--- config.mk ---
export PLATFORM = sky130hd
export DESIGN_NAME = stochastic_number_generator_flat
export DESIGN_NICKNAME = d
export VERILOG_FILES = /design/src/rtl/stochastic_number_generator_if.sv /design/src/rtl/stochastic_number_generator.sv /design/src/flat_wrapper.sv
export SDC_FILE = /design/constraint.sdc
export NUM_CORES = 1
export LEC_CHECK = 0
export ABC_AREA = 1
export CORE_MARGIN = 5
export CORE_UTILIZATION = 35
export CTS_BUF_LIST = sky130_fd_sc_hd__clkbuf_2
export CTS_CLUSTER_SIZE = 14
export DETAILED_ROUTE_END_ITERATION = 8
export GPL_TIMING_DRIVEN = 1
export PLACE_DENSITY = 0.55
export SYNTH_ARGS = -nofsm -noshare
export SYNTH_HDL_FRONTEND = slang
export SYNTH_SLANG_ARGS = --single-unit
--- constraint.sdc ---
create_clock -name clk -period 2.95 [get_ports clk]
set_input_delay 0.295 -clock clk [delete_from_list [all_inputs] [get_ports clk]]
set_output_delay 0.295 -clock clk [all_outputs]
set_load 0.02 [all_outputs]
--- src/rtl/stochastic_number_generator_if.sv ---
// Operand/result bundle between a stochastic number generator and its consumer.
// The consumer drives the magnitude; the generator returns the finished stream and its done flag.
interface stochastic_number_generator_if;
    logic [7:0]   a;
    logic [254:0] a_sbs;
    logic         done;

    modport master (
        output a,
        input  a_sbs,
        input  done
    );

    modport slave (
        input  a,
        output a_sbs,
        output done
    );
endinterface

--- src/rtl/stochastic_number_generator.sv ---
// Purpose: serialises an 8-bit magnitude into a 255-bit unipolar stream by LFSR comparison.
// Latency: done rises on the 255th edge after reset release (1+255 edges on restart, SNG_RESTART_EN).
// Backpressure: none; the result holds until reset, or until a changes when SNG_RESTART_EN is defined.
module stochastic_number_generator #(
    parameter logic [7:0] lfsr_seed = 8'hB4
) (
    input  logic                           clk,
    input  logic                           rst,
    stochastic_number_generator_if.slave   sif
);

    // An all-zero Fibonacci LFSR would lock up, so a zero seed is remapped.
    localparam logic [7:0] SEED = (lfsr_seed == 8'h00) ? 8'h01 : lfsr_seed;
    localparam logic [7:0] LAST_IDX = 8'd254;

    typedef enum logic [0:0] {
        ST_GEN  = 1'b0,
        ST_DONE = 1'b1
    } state_t;

    state_t       state_q, state_d;
    logic [7:0]   lfsr_q, lfsr_d;
    logic [7:0]   idx_q, idx_d;
    logic [7:0]   a_lat_q, a_lat_d;
    logic [254:0] sbs_q, sbs_d;
    logic [7:0]   a_val;
    logic [7:0]   lfsr_next;

    assign lfsr_next = {lfsr_q[6:0], lfsr_q[7] ^ lfsr_q[5] ^ lfsr_q[4] ^ lfsr_q[3]};

    always_ff @(posedge clk or negedge rst) begin
        if (!rst) begin
            state_q <= ST_GEN;
            lfsr_q  <= SEED;
            idx_q   <= 8'd0;
            a_lat_q <= 8'd0;
            sbs_q   <= '0;
        end else begin
            state_q <= state_d;
            lfsr_q  <= lfsr_d;
            idx_q   <= idx_d;
            a_lat_q <= a_lat_d;
            sbs_q   <= sbs_d;
        end
    end

    always_comb begin
        state_d = state_q;
        lfsr_d  = lfsr_q;
        idx_d   = idx_q;
        a_lat_d = a_lat_q;
        sbs_d   = sbs_q;
        a_val   = a_lat_q;

        unique case (state_q)
            ST_GEN: begin
                // Bit 0 uses the live input so no idle latch cycle is needed.
                if (idx_q == 8'd0) begin
                    a_val   = sif.a;
                    a_lat_d = sif.a;
                end
                sbs_d[idx_q] = (lfsr_q <= a_val);
                lfsr_d       = lfsr_next;
                if (idx_q == LAST_IDX) begin
                    state_d = ST_DONE;
                end else begin
                    idx_d = idx_q + 8'd1;
                end
            end
            ST_DONE: begin
`ifdef SNG_RESTART_EN
                // The LFSR has wrapped back to SEED, so regeneration needs no reload.
                if (sif.a != a_lat_q) begin
                    state_d = ST_GEN;
                    sbs_d   = '0;
                    idx_d   = 8'd0;
                    a_lat_d = sif.a;
                end
`endif
            end
            default: state_d = ST_GEN;
        endcase
    end

    assign sif.a_sbs = sbs_q;
    assign sif.done  = (state_q == ST_DONE);

endmodule

--- src/flat_wrapper.sv ---
// flat-port wrapper written by rule: the top's interface ports become plain ports
module stochastic_number_generator_flat 
#(
    parameter logic [7:0] lfsr_seed = 8'hB4
)
  (clk, rst, sif_a, sif_a_sbs, sif_done);
  stochastic_number_generator_if sif_i ();
  input  logic clk;
  input  logic rst;
  input wire logic [$bits(sif_i.a)-1:0] sif_a;
  output wire logic [$bits(sif_i.a_sbs)-1:0] sif_a_sbs;
  output wire logic [$bits(sif_i.done)-1:0] sif_done;
  assign sif_i.a = sif_a;
  assign sif_a_sbs = sif_i.a_sbs;
  assign sif_done = sif_i.done;
  stochastic_number_generator #(.lfsr_seed(lfsr_seed)) u_core (.clk(clk), .rst(rst), .sif(sif_i));
endmodule
==> run_results.csv, run 1 <==
group,metric,value,unit
detailed_routing,wl_per_cell,18.2,um
synth,netlist_area,13200,um2
global_route,grt_max_degree,92,
final_layout,instances_no_fill,2546,
synth,synthDistinctLibCells,27,
power,p_total,6.92,mW
synth,synth_simple_gate_area_share,0.282,
timing,tns,0,ns
timing,fin_crit,2.68,ns
die,die_h,204,um
final_layout,drive_gt1_frac,0.107,
detailed_routing,drtIter0Drc,786,
power,ir_drop,0.209,mV
run_status,status,"completed",
die,start_util,0.353,
synth,synth_xor_xnor_area_share,0.00463,
final_layout,syn_to_final_growth,31.6,%
clock_tree,cts_tree,"done",
die,die-area,41800,um2
synth,yosysWarnings,0,
clock_tree,cts_buffers,81,
die,num_io_pins,266,
clock_tree,worstSkewPairLatency,0.91,ns
worst_setup_path,crit_path_end_kind,"flop",
synth,synth_nets,1710,
timing,finalHoldViolCount,0,
placed_design,pre_cts_ws,0.235,ns
detailed_routing,drt-vias-per-instance,4.90,
worst_setup_path,arrival,3.49,ns
final_layout,final_core_utilization,0.465,
synth,synthCells,1688,
detailed_routing,antenna_left,0,
placed_design,gp_congestion,0.828,
clock_tree,cts_sinks,280,
timing,relSlewSlack,0.382,
timing,drv_slew,0,
job,max_cap_violations,0,
synth,synth.avg_cell_area,7.84,um2
power,power_density,397,nW/um2
synth,synth_compound_area_frac,0.106,
timing,clock_skew,0.0557,ns
worst_setup_path,crit_fanout,46,
synth,synth_mux_area_frac,0,
global_route,overflow,0,
detailed_routing,totalWireLength,46.3,mm
placed_design,dp_hpwl,29.6,mm
die,num_rows,71,
synth,synth_top_family_by_area,"simple AND/OR/NAND/NOR gates",
synth,ys_seq_area_frac,0.530,
placed_design,placedCellCount,2379,
timing,worst_pin_slew,0.925,ns
global_route,gr-usage-all-layers,0.214,
clock_tree,clk_pin_slew,0.10,ns
die,die_w,204,um
detailed_routing,route.vias.total,12500,
timing,max_clock_freq,374,MHz
worst_setup_path,worstSetupStartpointType,"flop",
power,p_leak,6.67,nW
detailed_routing,first_pass_iters,5,
clock_tree,cts.path.max_buffers,3,
global_route,antenna_found_initial,1,
synth,synth_seq_cells,280,
die,coreArea,37500,um2
placed_design,port_buffers,265,
worst_setup_path,cp.required,3.77,ns
global_route,grt_pass1_wl,70.2,mm
global_route,grt_pass1_vias,11800,
clock_tree,clk_root_buffer_cell,"clkbuf_2",
timing,setup_violations,0,
timing,period_share,0.907,
min_path,hp-class,"reg -> reg",
final_layout,nets,1993,
timing,rsz0062_at_grt,"false",
clock_tree,htreeDepth,3,
synth,yosys.area_share.adder,0.0113,
worst_setup_path,worstSetupPathType,"reg -> reg",
timing,setup_ws,0.274,ns
detailed_routing,drc,0,
-- sequential cells by signal, indices dropped and copies added (netlist names) --
signal	flops
u_core.a_lat_q	8
u_core.sif.done	1
u_core.lfsr_q	8
u_core.idx_q	8
u_core.sif.a_sbs	255
-- layer usage --
layer | GRT usage | part of all wire
met3 | 0.0489 | 0.065
met4 | 0.0715 | 0.023
met1 | 0.308 | 0.47
met2 | 0.321 | 0.45
met5 | 0 | 0
-- Yosys cell counts --
| master | instances | area, um2 |
|---|---|---|
| nor3_1 | 81 | 405 |
| buf_1 | 11 | 41.3 |
| dfstp_2 | 4 | 105 |
| a21oi_1 | 3 | 15.0 |
| dfrtp_1 | 276 | 6910 |
| nand3_2 | 2 | 20.0 |
| nand4_1 | 1 | 6.26 |
| buf_6 | 1 | 11.3 |
| inv_1 | 84 | 315 |
| a21o_1 | 1 | 7.51 |
| o21ai_1 | 8 | 40.0 |
| o31ai_1 | 80 | 601 |
| clkbuf_2 | 1 | 5.00 |
| nor2_1 | 145 | 544 |
| nor2_4 | 6 | 67.6 |
| o21ai_0 | 148 | 741 |
| or2_2 | 1 | 6.26 |
| xnor2_1 | 2 | 17.5 |
| ha_1 | 12 | 150 |
| inv_2 | 6 | 22.5 |
| nand2_2 | 9 | 56.3 |
| nand2_1 | 666 | 2500 |
| xor2_1 | 5 | 43.8 |
| buf_2 | 48 | 240 |
| clkbuf_1 | 63 | 236 |
| nor2_2 | 10 | 62.6 |
| nand3_1 | 14 | 70.1 |
-- metrics by stage --
step | instance area, um2 | hold WS (ns)
floorplan | 13200 | -0.000591
global placement | 16400 | 0.316
detailed placement | 16400 | 0.320
CTS | 17300 | 0.422
global route | 17400 | 0.472
finish | 17400 | 0.466
-- report_power, final --
part | leakage (nW) | internal (mW) | switching, mW
sequential | 2.53 | 3.84 | 0.00439
clock | 0.561 | 1.18 | 1.73
combinational | 3.58 | 0.0513 | 0.108
-- critical path, cell delays in order (launching register included) --
cell     delay (ns)
dfrtp_1        0.43
inv_1          0.13
ha_1           0.20
nand2_2        0.07
nor2_2         0.10
buf_4          0.19
nand2_1        0.06
o21ai_0        0.09
ha_1           0.28
a21oi_1        0.15
nor2_1         0.05
nor2_1         0.09
nand2_1        0.10
nand2_4        0.11
buf_4          0.16
buf_16         0.22
nand2_1        0.08
nand2_1        0.06
-- placed cells by master (no fill, tap or decap), types with 35 or more instances in the layout --
cell type / Yosys / routed
nand2_1: 666 / 665
dfrtp_1: 276 / 275
clkdlybuf4s50_1: 0 / 264
o21ai_0: 148 / 148
nor2_1: 145 / 142
clkbuf_2: 1 / 122
inv_1: 84 / 84
nor3_1: 81 / 81
o31ai_1: 80 / 80
buf_4: 0 / 35
-- worst paths after layout --
check / startpoint / to / slack (ns) / depth (start not counted)
min in group asynchronous: rst / u_core.sif.a_sbs[191]$_DFFE_PN0P_ / 0.60 / 4
hold / removal: u_core.lfsr_q[4]$_DFFE_PN1N_ / u_core.lfsr_q[5]$_DFFE_PN1N_ / 0.47 / 2
hold reg to reg: u_core.lfsr_q[4]$_DFFE_PN1N_ / u_core.lfsr_q[5]$_DFFE_PN1N_ / 0.47 / 2
setup reg to reg: u_core.idx_q[0]$_DFFE_PN0P_ / u_core.sif.a_sbs[115]$_DFFE_PN0P_ / 0.27 / 17
setup / recovery: u_core.idx_q[0]$_DFFE_PN0P_ / u_core.sif.a_sbs[115]$_DFFE_PN0P_ / 0.27 / 17
max in group asynchronous: rst / u_core.sif.a_sbs[156]$_DFFE_PN0P_ / 1.92 / 4
-- cell families after synthesis --
kind of cell,count (synthesis)
AO/OA/AOI/OAI,240
XOR/XNOR,7
adder cells (fa/ha/maj),12
buffers and inverters,214
flip-flops,280
AND/OR/NAND/NOR,935
-- layout make-up --
type / count / area [um2]
antenna: 2 / 5.00
clock buffer: 122 / 611
clock inverter: 23 / 113
fill: 3716 / 20100
inverter: 90 / 338
multi-input combinational: 1194 / 5370
sequential: 280 / 7020
tap: 511 / 639
timing repair buffer: 324 / 3330
-- what timing repair did --
| item | 4_1_cts | 5_1_grt |
|---|---|---|
| endpoints found under the setup margin | 1 | 254 |
| pin swaps | 0 | 1 |
| hold buffers | 11 | 0 |
| cloned | 0 | 3 |
| buffers inserted | 2 | 4 |
| endpoints found under the hold margin | 288 | 0 |
| gates resized for setup | 1 | 5 |
Power figures use the tool's default switching activity.
==> run 2, diff against run 1 <==
--- a/config.mk
+++ b/config.mk
@@ -8,7 +8,7 @@
 export ABC_AREA = 1
 export CORE_MARGIN = 5
 export CORE_UTILIZATION = 35
-export CTS_BUF_LIST = sky130_fd_sc_hd__clkbuf_2
+export CTS_BUF_LIST = sky130_fd_sc_hd__clkbuf_4 sky130_fd_sc_hd__clkbuf_8
 export CTS_CLUSTER_SIZE = 14
 export DETAILED_ROUTE_END_ITERATION = 8
 export GPL_TIMING_DRIVEN = 1
==> run 2 against run 1 <==
Non-clock buffer count is 12 lower. Power is 14% higher. Worst hold slack got worse by 0.19 ns. Clock skew shrank 0.017 ns. Die area is the same. Sequential power about the same. Combinational power shrank 10%. Sequential share of layout area decreased by 0.53 points. Global-route usage decreased by 0.48 points. Clock power rose by 33%. Critical path type is now reg -> out. Highest routed layer unchanged.
==> run_results.csv, run 2 (same netlist as run 1, synthesis figures left out) <==
group,metric,value,unit
run_status,status,"completed",
timing,setup_violations,0,
worst_setup_path,path_delay_family,"buffers and inverters",
power,power_switching,1.77,mW
power,swShare,0.225,
timing,period_share,0.924,
worst_setup_path,path_buf_inv,2,
clock_tree,cts.path.max_buffers,3,
clock_tree,cts_tree,"done",
final_layout,syn_to_final_growth,33.4,%
clock_tree,clk_root_buffer_cell,"clkbuf_8",
worst_setup_path,r2r_end,"u_core.sif.a_sbs[0]$_DFFE_PN0P_",
placed_design,port_buffers,265,
timing,finalHoldViolCount,0,
placed_design,pre_cts_ws,0.235,ns
timing,rsz0062_at_grt,"false",
global_route,grt_pass1_vias,11500,
placed_design,gp_congestion,0.828,
final_layout,multi_input_area,5370,um2
clock_tree,cts_sinks,280,
die,coreArea,37500,um2
final_layout,drive_gt1_frac,0.0920,
timing,fin_crit,2.73,ns
worst_setup_path,path_cells,"buf_4 -> clkdlybuf4s50_1",
timing,worst_pin_slew,0.952,ns
timing,max_clock_freq,367,MHz
timing,relSlewSlack,0.364,
die,die-area,41800,um2
global_route,antenna_found_initial,0,
worst_setup_path,worstSetupStartpointType,"flop",
global_route,gr-usage-all-layers,0.209,
detailed_routing,antenna_left,0,
power,p_clk_frac,0.492,
clock_tree,worstSkewPairLatency,0.61,ns
worst_setup_path,crit_fanout,35,
detailed_routing,drc,0,
detailed_routing,wl_per_cell,18.5,um
worst_setup_path,cp.required,2.65,ns
power,power_density,446,nW/um2
worst_setup_path,worstSetupPathType,"reg -> out",
timing,clock_skew,0.0387,ns
detailed_routing,drt-vias-per-instance,4.94,
global_route,overflow,0,
global_route,grt_max_degree,92,
power,ir_drop,0.289,mV
final_layout,fill_cells,3663,
final_layout,regArea,7020,um2
final_layout,largest_reg_flops,255,
worst_setup_path,reg2regPathDepth,15,
power,p_leak,6.63,nW
worst_setup_path,arrival,2.43,ns
die,die_w,204,um
min_path,hp-class,"in -> async",
final_layout,nets,1950,
die,die_h,204,um
worst_setup_path,cpPeakStageDelay,0.69,ns
clock_tree,cts_buffers,50,
clock_tree,htreeDepth,2,
worst_setup_path,rrSetupSlack,0.28,ns
power,intPower,6.09,mW
die,num_io_pins,266,
global_route,grt_pass1_wl,69.2,mm
timing,setup_ws,0.224,ns
job,max_cap_violations,0,
worst_setup_path,worst_path_max_delay_cell,"clkdlybuf4s50_1",
detailed_routing,drtIter0Drc,785,
timing,drv_slew,0,
worst_setup_path,crit_path_end_kind,"output pin",
die,num_rows,71,
clock_tree,clk_pin_slew,0.06,ns
final_layout,mostFrequentLayoutCell,"nand2_1",
die,start_util,0.353,
power,power_frac_comb,0.018,
power,seq_power_share,0.490,
final_layout,mostFrequentLayoutCells,"nand2_1, dfrtp_1, clkdlybuf4s50_1",
detailed_routing,first_pass_iters,5,
detailed_routing,route.vias.total,12300,
worst_setup_path,r2r-start,"u_core.idx_q[0]$_DFFE_PN0P_",
detailed_routing,totalWireLength,45.8,mm
placed_design,dp_hpwl,29.6,mm
timing,tns,0,ns
==> run 2: metal layers <==
metal | GRT usage | routed length [um] | share of wire
met2 | 0.319 | 20700 | 0.45
met5 | 0 | 0 | 0
met4 | 0.0550 | 931 | 0.020
met3 | 0.0419 | 2870 | 0.063
met1 | 0.307 | 21200 | 0.46
==> run 2: per-stage QoR <==
step | cell area [um2] | total power, mW | utilization | instances | hold slack (ns)
final | 17700 | 7.87 | 0.471 | 2479 | 0.274
after global routing | 17700 | 8.17 | 0.471 | 2478 | 0.288
after CTS | 17500 | 7.98 | 0.466 | 2471 | 0.254
after detailed placement | 16400 | 4.07 | 0.437 | 2379 | 0.320
after global placement | 16400 | 4.07 | 0.437 | 2379 | 0.316
after floorplan | 13200 | 3.95 | - | 1688 | -0.000591
==> run 2: area by class of cell <==
class / count / area share
Timing Repair Buffer: 312 / 0.182
Sequential cell: 280 / 0.397
Inverter: 90 / 0.0191
Tap cell: 511 / 0.0362
Multi-Input combinational cell: 1194 / 0.304
Antenna cell: 1 / 0.000142
Clock inverter: 3 / 0.00135
Clock buffer: 88 / 0.0590
==> run 2: timing repair <==
item | CTS | global route
hold buffers | 1 | 0
hold endpoints to repair | 59 | 0
gates resized for setup | 0 | 5
endpoints found under the setup margin | 0 | 254
setup buffers | 0 | 3
==> run 2: worst max path at each step <==
stage                                                   end  slack, ns  depth (start not counted)                         from
after floorplan           u_core.sif.a_sbs[167]$_DFFE_PN0P_       0.30                         15  u_core.idx_q[0]$_DFFE_PN0P_
after global placement    u_core.sif.a_sbs[182]$_DFFE_PN0P_       0.34                         15  u_core.idx_q[5]$_DFFE_PN0P_
after detailed placement  u_core.sif.a_sbs[124]$_DFFE_PN0P_       0.23                         14  u_core.idx_q[0]$_DFFE_PN0P_
after CTS                                          sif_done       0.20                          2    u_core.sif.done$_DFF_PN0_
after global routing       u_core.sif.a_sbs[18]$_DFFE_PN0P_       0.05                         15  u_core.idx_q[0]$_DFFE_PN0P_
final                                              sif_done       0.22                          2    u_core.sif.done$_DFF_PN0_
==> run 2: power by group through the flow <==
stage	combinational [mW]	sequential (mW)	clock [mW]
after floorplan	0.0211	3.93	0
after global placement	0.148	3.92	0
after detailed placement	0.148	3.92	0
after CTS	0.149	3.85	3.97
after global routing	0.168	3.85	4.15
final	0.144	3.85	3.87
